`config.mk`:
```
export PLATFORM = sky130hd
export DESIGN_NAME = led_seq_ctrl
export DESIGN_NICKNAME = d
export VERILOG_FILES = /design/src/rtl/led_seq_ctrl.sv
export SDC_FILE = /design/constraint.sdc
export NUM_CORES = 1
export LEC_CHECK = 0
export CAP_MARGIN = 25
export CORE_AREA = 5 5 164 127
export CTS_CLUSTER_SIZE = 14
export DETAILED_ROUTE_END_ITERATION = 6
export DIE_AREA = 0 0 169 132
export HOLD_SLACK_MARGIN = 0.03
export SYNTH_ARGS = -nofsm -noshare
export SYNTH_HDL_FRONTEND = slang
export SYNTH_SLANG_ARGS = --single-unit
```
`constraint.sdc`:
```
create_clock -name clk -period 3 [get_ports clk]
set_input_delay 0.45 -clock clk [delete_from_list [all_inputs] [get_ports clk]]
set_output_delay 0.45 -clock clk [all_outputs]
set_load 0.05 [all_outputs]
```
`src/rtl/led_seq_ctrl.sv`:
```
// led_seq_ctrl: debounced-button RUN/PAUSE controller driving a 16-LED one-hot rotator.
// Optional macro LED_SEQ_STEP_EN compiles in single-step support (btn_step debouncer).

module led_seq_debounce #(
    parameter int unsigned DEBOUNCE_CYCLES = 100_000
) (
    input  logic clk,
    input  logic reset_n,
    input  logic btn,
    output logic press
);
    localparam int unsigned      CNT_W    = $clog2(DEBOUNCE_CYCLES + 1);
    localparam logic [CNT_W-1:0] CNT_LAST = CNT_W'(DEBOUNCE_CYCLES - 1);
    localparam logic [CNT_W-1:0] CNT_ONE  = CNT_W'(1);

    logic             sync1_r;
    logic             sync2_r;
    logic             level_r;
    logic             level_d_r;
    logic [CNT_W-1:0] cnt_r;

    // Synchronize the raw button and accept a new level only after it has been stable long enough
    always_ff @(posedge clk or negedge reset_n) begin
        if (!reset_n) begin
            sync1_r   <= 1'b0;
            sync2_r   <= 1'b0;
            level_r   <= 1'b0;
            level_d_r <= 1'b0;
            cnt_r     <= '0;
        end else begin
            sync1_r   <= btn;
            sync2_r   <= sync1_r;
            level_d_r <= level_r;
            if (sync2_r != level_r) begin
                if (cnt_r == CNT_LAST) begin
                    level_r <= sync2_r;
                    cnt_r   <= '0;
                end else begin
                    cnt_r <= cnt_r + CNT_ONE;
                end
            end else begin
                cnt_r <= '0;
            end
        end
    end

    // Only the debounced rising edge is an event; releases are silent
    assign press = level_r & ~level_d_r;
endmodule

module led_seq_ctrl #(
    parameter int unsigned BASE_DIV        = 10_000_000,
    parameter int unsigned DEBOUNCE_CYCLES = 100_000
) (
    input  logic        clk,
    input  logic        reset_n,
    input  logic        btn_run,
    input  logic        btn_dir,
    input  logic        btn_step,
    input  logic        btn_speed,
    output logic [15:0] led_out,
    output logic [1:0]  state_out,
    output logic        dir_out,
    output logic [1:0]  speed_out,
    output logic        tick
);
    localparam int unsigned      PRE_W   = $clog2(BASE_DIV + 1);
    localparam logic [PRE_W-1:0] PRE_ONE = PRE_W'(1);

    typedef enum logic [1:0] {
        ST_IDLE  = 2'b00,
        ST_RUN   = 2'b01,
        ST_PAUSE = 2'b10
    } state_e;

    state_e             state_r;
    state_e             state_nxt_s;
    logic [15:0]        led_r;
    logic [15:0]        led_nxt_s;
    logic               dir_r;
    logic               dir_nxt_s;
    logic [1:0]         speed_r;
    logic [1:0]         speed_nxt_s;
    logic               tick_r;
    logic               tick_nxt_s;
    logic [PRE_W-1:0]   presc_r;
    logic [PRE_W-1:0]   presc_nxt_s;
    logic [PRE_W-1:0]   period_s;
    logic               terminal_s;
    logic               run_press_s;
    logic               dir_press_s;
    logic               step_press_s;
    logic               speed_press_s;

    function automatic logic [15:0] rotate(input logic [15:0] v, input logic right);
        logic [15:0] r;
        if (right) begin
            r = {v[0], v[15:1]};
        end else begin
            r = {v[14:0], v[15]};
        end
        return r;
    endfunction

    led_seq_debounce #(.DEBOUNCE_CYCLES(DEBOUNCE_CYCLES)) u_db_run (
        .clk(clk), .reset_n(reset_n), .btn(btn_run), .press(run_press_s)
    );
    led_seq_debounce #(.DEBOUNCE_CYCLES(DEBOUNCE_CYCLES)) u_db_dir (
        .clk(clk), .reset_n(reset_n), .btn(btn_dir), .press(dir_press_s)
    );
    led_seq_debounce #(.DEBOUNCE_CYCLES(DEBOUNCE_CYCLES)) u_db_speed (
        .clk(clk), .reset_n(reset_n), .btn(btn_speed), .press(speed_press_s)
    );

`ifdef LED_SEQ_STEP_EN
    led_seq_debounce #(.DEBOUNCE_CYCLES(DEBOUNCE_CYCLES)) u_db_step (
        .clk(clk), .reset_n(reset_n), .btn(btn_step), .press(step_press_s)
    );
`else
    logic unused_step_s;
    assign unused_step_s = btn_step;
    assign step_press_s  = 1'b0;
`endif

    // Each speed step halves the tick period
    assign period_s   = PRE_W'(BASE_DIV) >> speed_r;
    assign terminal_s = (presc_r == (period_s - PRE_ONE));

    // Next-state, rotation, prescaler and control-register updates
    always_comb begin
        state_nxt_s = state_r;
        led_nxt_s   = led_r;
        dir_nxt_s   = dir_r;
        speed_nxt_s = speed_r;
        tick_nxt_s  = 1'b0;
        presc_nxt_s = presc_r;
        case (state_r)
            ST_IDLE: begin
                if (run_press_s) begin
                    state_nxt_s = ST_RUN;
                    led_nxt_s   = 16'h0001;
                    presc_nxt_s = '0;
                end else begin
                    led_nxt_s   = 16'h0000;
                end
            end
            ST_RUN: begin
                if (terminal_s) begin
                    tick_nxt_s  = 1'b1;
                    led_nxt_s   = rotate(led_r, dir_r);
                    presc_nxt_s = '0;
                end else begin
                    presc_nxt_s = presc_r + PRE_ONE;
                end
                if (run_press_s) begin
                    state_nxt_s = ST_PAUSE;
                end else begin
                    state_nxt_s = ST_RUN;
                end
            end
            ST_PAUSE: begin
                // A run press outranks a simultaneous step
                if (run_press_s) begin
                    state_nxt_s = ST_RUN;
                    presc_nxt_s = '0;
                end else if (step_press_s) begin
                    led_nxt_s   = rotate(led_r, dir_r);
                end else begin
                    led_nxt_s   = led_r;
                end
            end
            default: begin
                state_nxt_s = ST_IDLE;
                led_nxt_s   = 16'h0000;
                presc_nxt_s = '0;
            end
        endcase
        if (dir_press_s) begin
            dir_nxt_s = ~dir_r;
        end else begin
            dir_nxt_s = dir_r;
        end
        if (speed_press_s) begin
            speed_nxt_s = speed_r + 2'd1;
            presc_nxt_s = '0;
        end else begin
            speed_nxt_s = speed_r;
        end
    end

    // FSM state register
    always_ff @(posedge clk or negedge reset_n) begin
        if (!reset_n) begin
            state_r <= ST_IDLE;
        end else begin
            state_r <= state_nxt_s;
        end
    end

    // Datapath and output registers
    always_ff @(posedge clk or negedge reset_n) begin
        if (!reset_n) begin
            led_r   <= 16'h0000;
            dir_r   <= 1'b0;
            speed_r <= 2'b00;
            tick_r  <= 1'b0;
            presc_r <= '0;
        end else begin
            led_r   <= led_nxt_s;
            dir_r   <= dir_nxt_s;
            speed_r <= speed_nxt_s;
            tick_r  <= tick_nxt_s;
            presc_r <= presc_nxt_s;
        end
    end

    assign led_out   = led_r;
    assign state_out = state_r;
    assign dir_out   = dir_r;
    assign speed_out = speed_r;
    assign tick      = tick_r;
endmodule

```
---- After elaboration in Yosys (flattened, before gate mapping) ----
Cells that the tools add are included.
cells by class
  muxes and demuxes ....................... 19
  shift-type cells ........................ 1
  add/subtract/negate cells ............... 6
  reduce and logical (&&, ||, !) cells .... 6
  equal/unequal tests ..................... 12
  bitwise logic cells ..................... 8
operators by type and width
  operator                                             count
  2-to-1 mux 17 bit                                    6
  2-to-1 mux 24 bit                                    3
  adder 17 x 1 -> 17 bit (second input constant)       3
  == test 17 bit (second input constant)               3
  case mux 16 bit (3 select lines)                     1
  case mux 24 bit (2 select lines)                     1
  2-to-1 mux 16 bit                                    2
  adder 24 x 1 -> 24 bit (second input constant)       1
  == test 24 bit                                       1
  right shift 24 x 2 -> 24 bit (first input constant)  1
  subtractor 24 x 1 -> 24 bit (second input constant)  1
  AND reduction 2 bit                                  4
  inverter 1 bit                                       5
  2-to-1 mux 2 bit                                     2
  case mux 2 bit (2 select lines)                      1
  bitwise AND 1 bit                                    3
  2-to-1 mux 1 bit                                     3
  != test 1 bit                                        3
  != test 3 x 1 -> 1 bit (second input constant)       1
  adder 2 x 1 -> 2 bit (second input constant)         1
  == test 2 x 1 -> 1 bit (second input constant)       1
  == test 2 bit (second input constant)                1
  logical NOT 2 bit                                    1
  != test 2 x 1 -> 1 bit (second input constant)       1
  2 further kinds                                      2
storage, ports and cells
  output and inout bits ................... 22
  register bits ........................... 109
  word-level logic and storage cells ...... 73
  input port bits ......................... 6

---- Depth between registers and ports, before layout ----
  depth in word-level cells ............... 6
  gate-level depth with buffers ........... 13
  mapped depth without buffers ............ 10

---- Cells and area by module ----
Synthesis repeated with hierarchy kept, for this count alone.
second synthesis, totals
  cells, all modules ...................... 563
  area total of the unflattened synthesis .. 5,725.5 µm²
by module, submodules not included
  module            instances  area an instance (µm²)  sequential area each (µm²)  cells an instance
  led_seq_debounce  3          972.2                   525.5                       93
  led_seq_ctrl      1          2,808.9                 1,151.1                     284

---- Worst setup path after synthesis ----
No wires, ideal clock.
  path type ............................... register -> register
  from .................................... reg speed_r[0] (netlist: speed_out[0])
  to ...................................... reg presc_r[22]
  library setup time ...................... 0.126 ns
  buffers on the path ..................... 1
  cell stages (with the launch flop) ...... 12
  data required time ...................... 2.874 ns
  slack ................................... 0.324 ns
  period minus slack after synthesis ...... 2.676 ns
  arrival time ............................ 2.550 ns
  path through ............................ dfrtp_1 inv_1 ha_1 inv_1 ha_1 xor2_1 nand4_1 nor3_1 and4_1 buf_6 nor2_1 a221o_1
between the ends
  cells in the longest elaborated chain, start to end .. 6
ends and longest elaborated chain
  item                              RTL line  text
  start: declaration                82        logic [1:0] speed_r;
  start signal: assignment          211       speed_r <= speed_nxt_s;
  right shift 24 x 2 -> 24 bit      126       assign period_s = PRE_W'(BASE_DIV) >> speed_r;
  subtractor 24 x 1 -> 24 bit       127       assign terminal_s = (presc_r == (period_s - PRE_ONE));
  == test 24 bit                    127
  2-to-1 mux 24 bit                 148       if (terminal_s) begin
  case mux 24 bit (2 select lines)  137       case (state_r)
  2-to-1 mux 24 bit                 183       if (speed_press_s) begin
  end signal: assignment            213       presc_r <= presc_nxt_s;
  end: declaration                  86        logic [PRE_W-1:0] presc_r;
Every way passes these cells.
A chain may end at the register's enable or synchronous reset.

---- Worst setup path in the final report ----
  from .................................... reg speed_r[0] (netlist: speed_out[0])
  to ...................................... reg led_r[2] (netlist: led_out[2])
between the ends
  cells in the longest elaborated chain, start to end .. 5
ends and longest elaborated chain
  item                                  RTL line  text
  right shift 24 x 2 -> 24 bit          126
  subtractor 24 x 1 -> 24 bit           127
  == test 24 bit                        127
  != test 2 bit (no source line)        n/a
  AND reduction 2 bit (no source line)  n/a
  end signal: assignment                209       led_r <= led_nxt_s;
  end: declaration                      78        logic [15:0] led_r;
Every way passes these cells.

==> impl_metrics.yaml <==
place:
  pre_cts_ws_ns: 0.417
  placed_area_sq_mm: 0.00612
  port_buffers: 26
  dp_cells: 816
  routabilityCongestion: 0.756
  place_hpwl_um: 7700
floorplan:
  die_w_um: 169
  initial_utilization: 0.295
  io_pins: 28
  die_h_um: 132
  die_area_sq_mm: 0.0223
  rows: 44
  core_sq_mm: 0.0190
sta:
  worst_pin_slew_ns: 0.683
  slew_headroom: 0.545
  skew_ns: 0.00831
  finalHoldViolCount: 0
  setup_tns_ns: 0
  setup_slack_ns: 0.388
  rsz0062_at_grt: "no"
  period_minus_slack_ns: 2.61
  max_freq_mhz: 383
  finalSetupViolCount: 0
  min_period_over_period: 0.871
  maxSlewViolCount: 0
route:
  drtPass1Iterations: 4
  routed_via_density: 4.72
  wl_per_cell_um: 13.4
  vias: 3930
  drt-initial-drc-count: 307
  wl_um: 11100
  route.detailed.drc: 0
  drtAntennaViolNets: 0
grt:
  grt_use_total: 0.106
  antenna_found_initial: 0
  grt_pass1_wl_um: 19700
  grt_max_degree: 47
  grt_pass1_vias: 3862
  overflow: 0
setup_path:
  crit_chain: "inv_1 > ha_1 > inv_1 > ha_1 > xor2_1 > nand4_1 > nor3_1 > and4_1 > buf_4 > o21ai_4 > o2bb2ai_1"
  crit_path_max_fanout: 15
  cpPeakStageDelay_ns: 0.45
  cp.arrival_ns: 2.88
  path_class: "register to register"
  startpoint_type: "register"
  end_kind: "register"
  worstPathRequired_ns: 3.27
  cpMaxStageDelayCell: "o21ai_4"
yosys:
  ys_ff_latch: 109
  synth_top_cell_by_area: "dfrtp_1"
  synthArstFlopShare: 1.00
  synth-main-ff-cell: "dfrtp_1"
  synth_nets: 571
  syn_area_per_cell_sq_um: 10.1
  netlist_instances: 553
  yosysWarnings: 0
  synth_top_area_frac: 0.487
  synthDistinctLibCells: 52
  synth-edff-count: 0
  netlist_area_sq_mm: 0.00560
  yosysSeqAreaShare: 0.487
  synth_area_leaders: "dfrtp_1, xor2_1, nor2_1"
power_and_ir_drop:
  p_leak_nw: 2.67
  p_per_area_mw_per_mm2: 426
  ir_worst_vdd_mv: 0.233
clock_network:
  clk_pin_slew_ns: 0.07
  tritoncts: "done"
  clkLatencyLatePin_ns: 0.35
  clock_sinks: 109
  cts_setup_buffers: 0
  root_buffer: "clkbuf_16"
  numCtsBuffers: 9
  cts_resized: 0
  h-tree-depth: 3
  holdBufCountCts: 0
  cts_buffer_depth: 2
layout:
  drive_gt1_frac: 0.0864
  n_antenna_cell: 0
  area_delta_synth_final_pct: 14.5
  final_cell_area_sq_mm: 0.00642
  final_nets: 592
  finalNonFillerCells: 832
hold_path:
  hp-class: "input pin to async pin"
status:
  status: "complete, no violations"
run:
  cap_violations: 0
report_power, final:
group | internal, W | switching [W] | total (W)
sequential | 0.00148 | 0.0000136 | 0.00150
clock | 0.000620 | 0.000550 | 0.00117
combinational | 0.0000184 | 0.0000480 | 0.0000664
critical path: cells and delay by family, from the launching register on:
kind	cells	cell delay, ns
flip-flops	1	0.44
XOR/XNOR	1	0.16
AND/OR/NAND/NOR	3	0.34
adder cells (fa/ha/maj)	2	0.55
AO/OA/AOI/OAI	2	0.62
buffers and inverters	3	0.41
cell usage after synthesis, types with 2 or more instances:
library cell and count:
nand4_1 18, o311ai_0 7, a31oi_1 9, a22o_1 2, nor2_1 82, mux2i_1 17, mux2_2 4, ha_1 12
dfrtp_1 109, a21oi_1 6, nand2_1 43, and3_1 15, o2bb2ai_2 9, nor3_2 2, xnor2_1 19, nor3_1 14
xor2_1 41, and4_1 11, clkbuf_1 10, nand2b_1 7, nand3_1 37, nand3_2 2, o2bb2ai_1 9, nor2b_1 2
nor4_1 5, o21ai_0 9, o22ai_1 2, or3_1 4, buf_2 9, inv_1 13, buf_6 3
metal layers:
| metal | vias to the layer above | share of wire | global-route usage |
|---|---|---|---|
| met5 | - | 0 | 0 |
| met4 | 0 | 0.0089 | 0.0268 |
| met3 | 8 | 0.052 | 0.0273 |
| met2 | 79 | 0.40 | 0.142 |
| met1 | 1854 | 0.54 | 0.168 |
| li1 | 1989 | - | - |
final timing paths:
path	startpoint	endpoint	slack, ns	cells after the start
setup / recovery	speed_out[0]	led_out[2]	0.39	11
hold / removal	reset_n	led_out[9]	0.09	1
setup reg to reg	speed_out[0]	led_out[2]	0.39	11
hold reg to reg	u_db_dir.sync1_r	u_db_dir.sync2_r	0.35	0
max in group asynchronous	reset_n	presc_r[20]	2.20	2
min in group clk	u_db_dir.sync1_r	u_db_dir.sync2_r	0.35	0
state kept, by name, summed over array words and instances (netlist names), 2 cells and up:
| signal | flops |
|---|---|
| u_db_dir.cnt_r | 17 |
| state_out | 2 |
| u_db_speed.cnt_r | 17 |
| u_db_run.cnt_r | 17 |
| led_out | 16 |
| presc_r | 24 |
| speed_out | 2 |
cells in the final DEF (no fill, tap or decap), types with 11 or more instances in the layout:
cell,count
and3_1,15
and4_1,11
clkdlybuf4s50_1,25
dfrtp_1,109
ha_1,12
inv_1,13
mux2i_1,17
nand2_1,43
nand3_1,37
nand4_1,18
nor2_1,82
nor3_1,14
xnor2_1,19
xor2_1,41
cells by family after synthesis:
| logic type | Yosys count | share of synthesized area |
|---|---|---|
| buffers and inverters | 37 | 0.0317 |
| XOR/XNOR | 60 | 0.0938 |
| AO/OA/AOI/OAI | 61 | 0.0920 |
| adder cells (fa/ha/maj) | 12 | 0.0268 |
| flip-flops | 109 | 0.487 |
| AND/OR/NAND/NOR | 253 | 0.230 |
| multiplexers | 21 | 0.0384 |
final cells by class:
class	instances	area [sq um]
clock inverters	5	42.5
inverters	13	48.8
clock buffers	11	253
fillers	1920	12600
repair buffers	34	330
flip-flops and latches	109	2730
well taps	253	317
multi-input cells	407	2700
per-stage QoR:
step	hold slack, ns	total power, W	utilization
after global routing	0.141	0.00285	0.338
after global placement	0.333	0.00159	0.322
after floorplan	0.154	0.00155	-
after detailed placement	0.336	0.00159	0.322
final	0.0948	0.00273	0.338
after CTS	0.113	0.00278	0.338
Note: power is estimated with default switching activity, not from simulation.
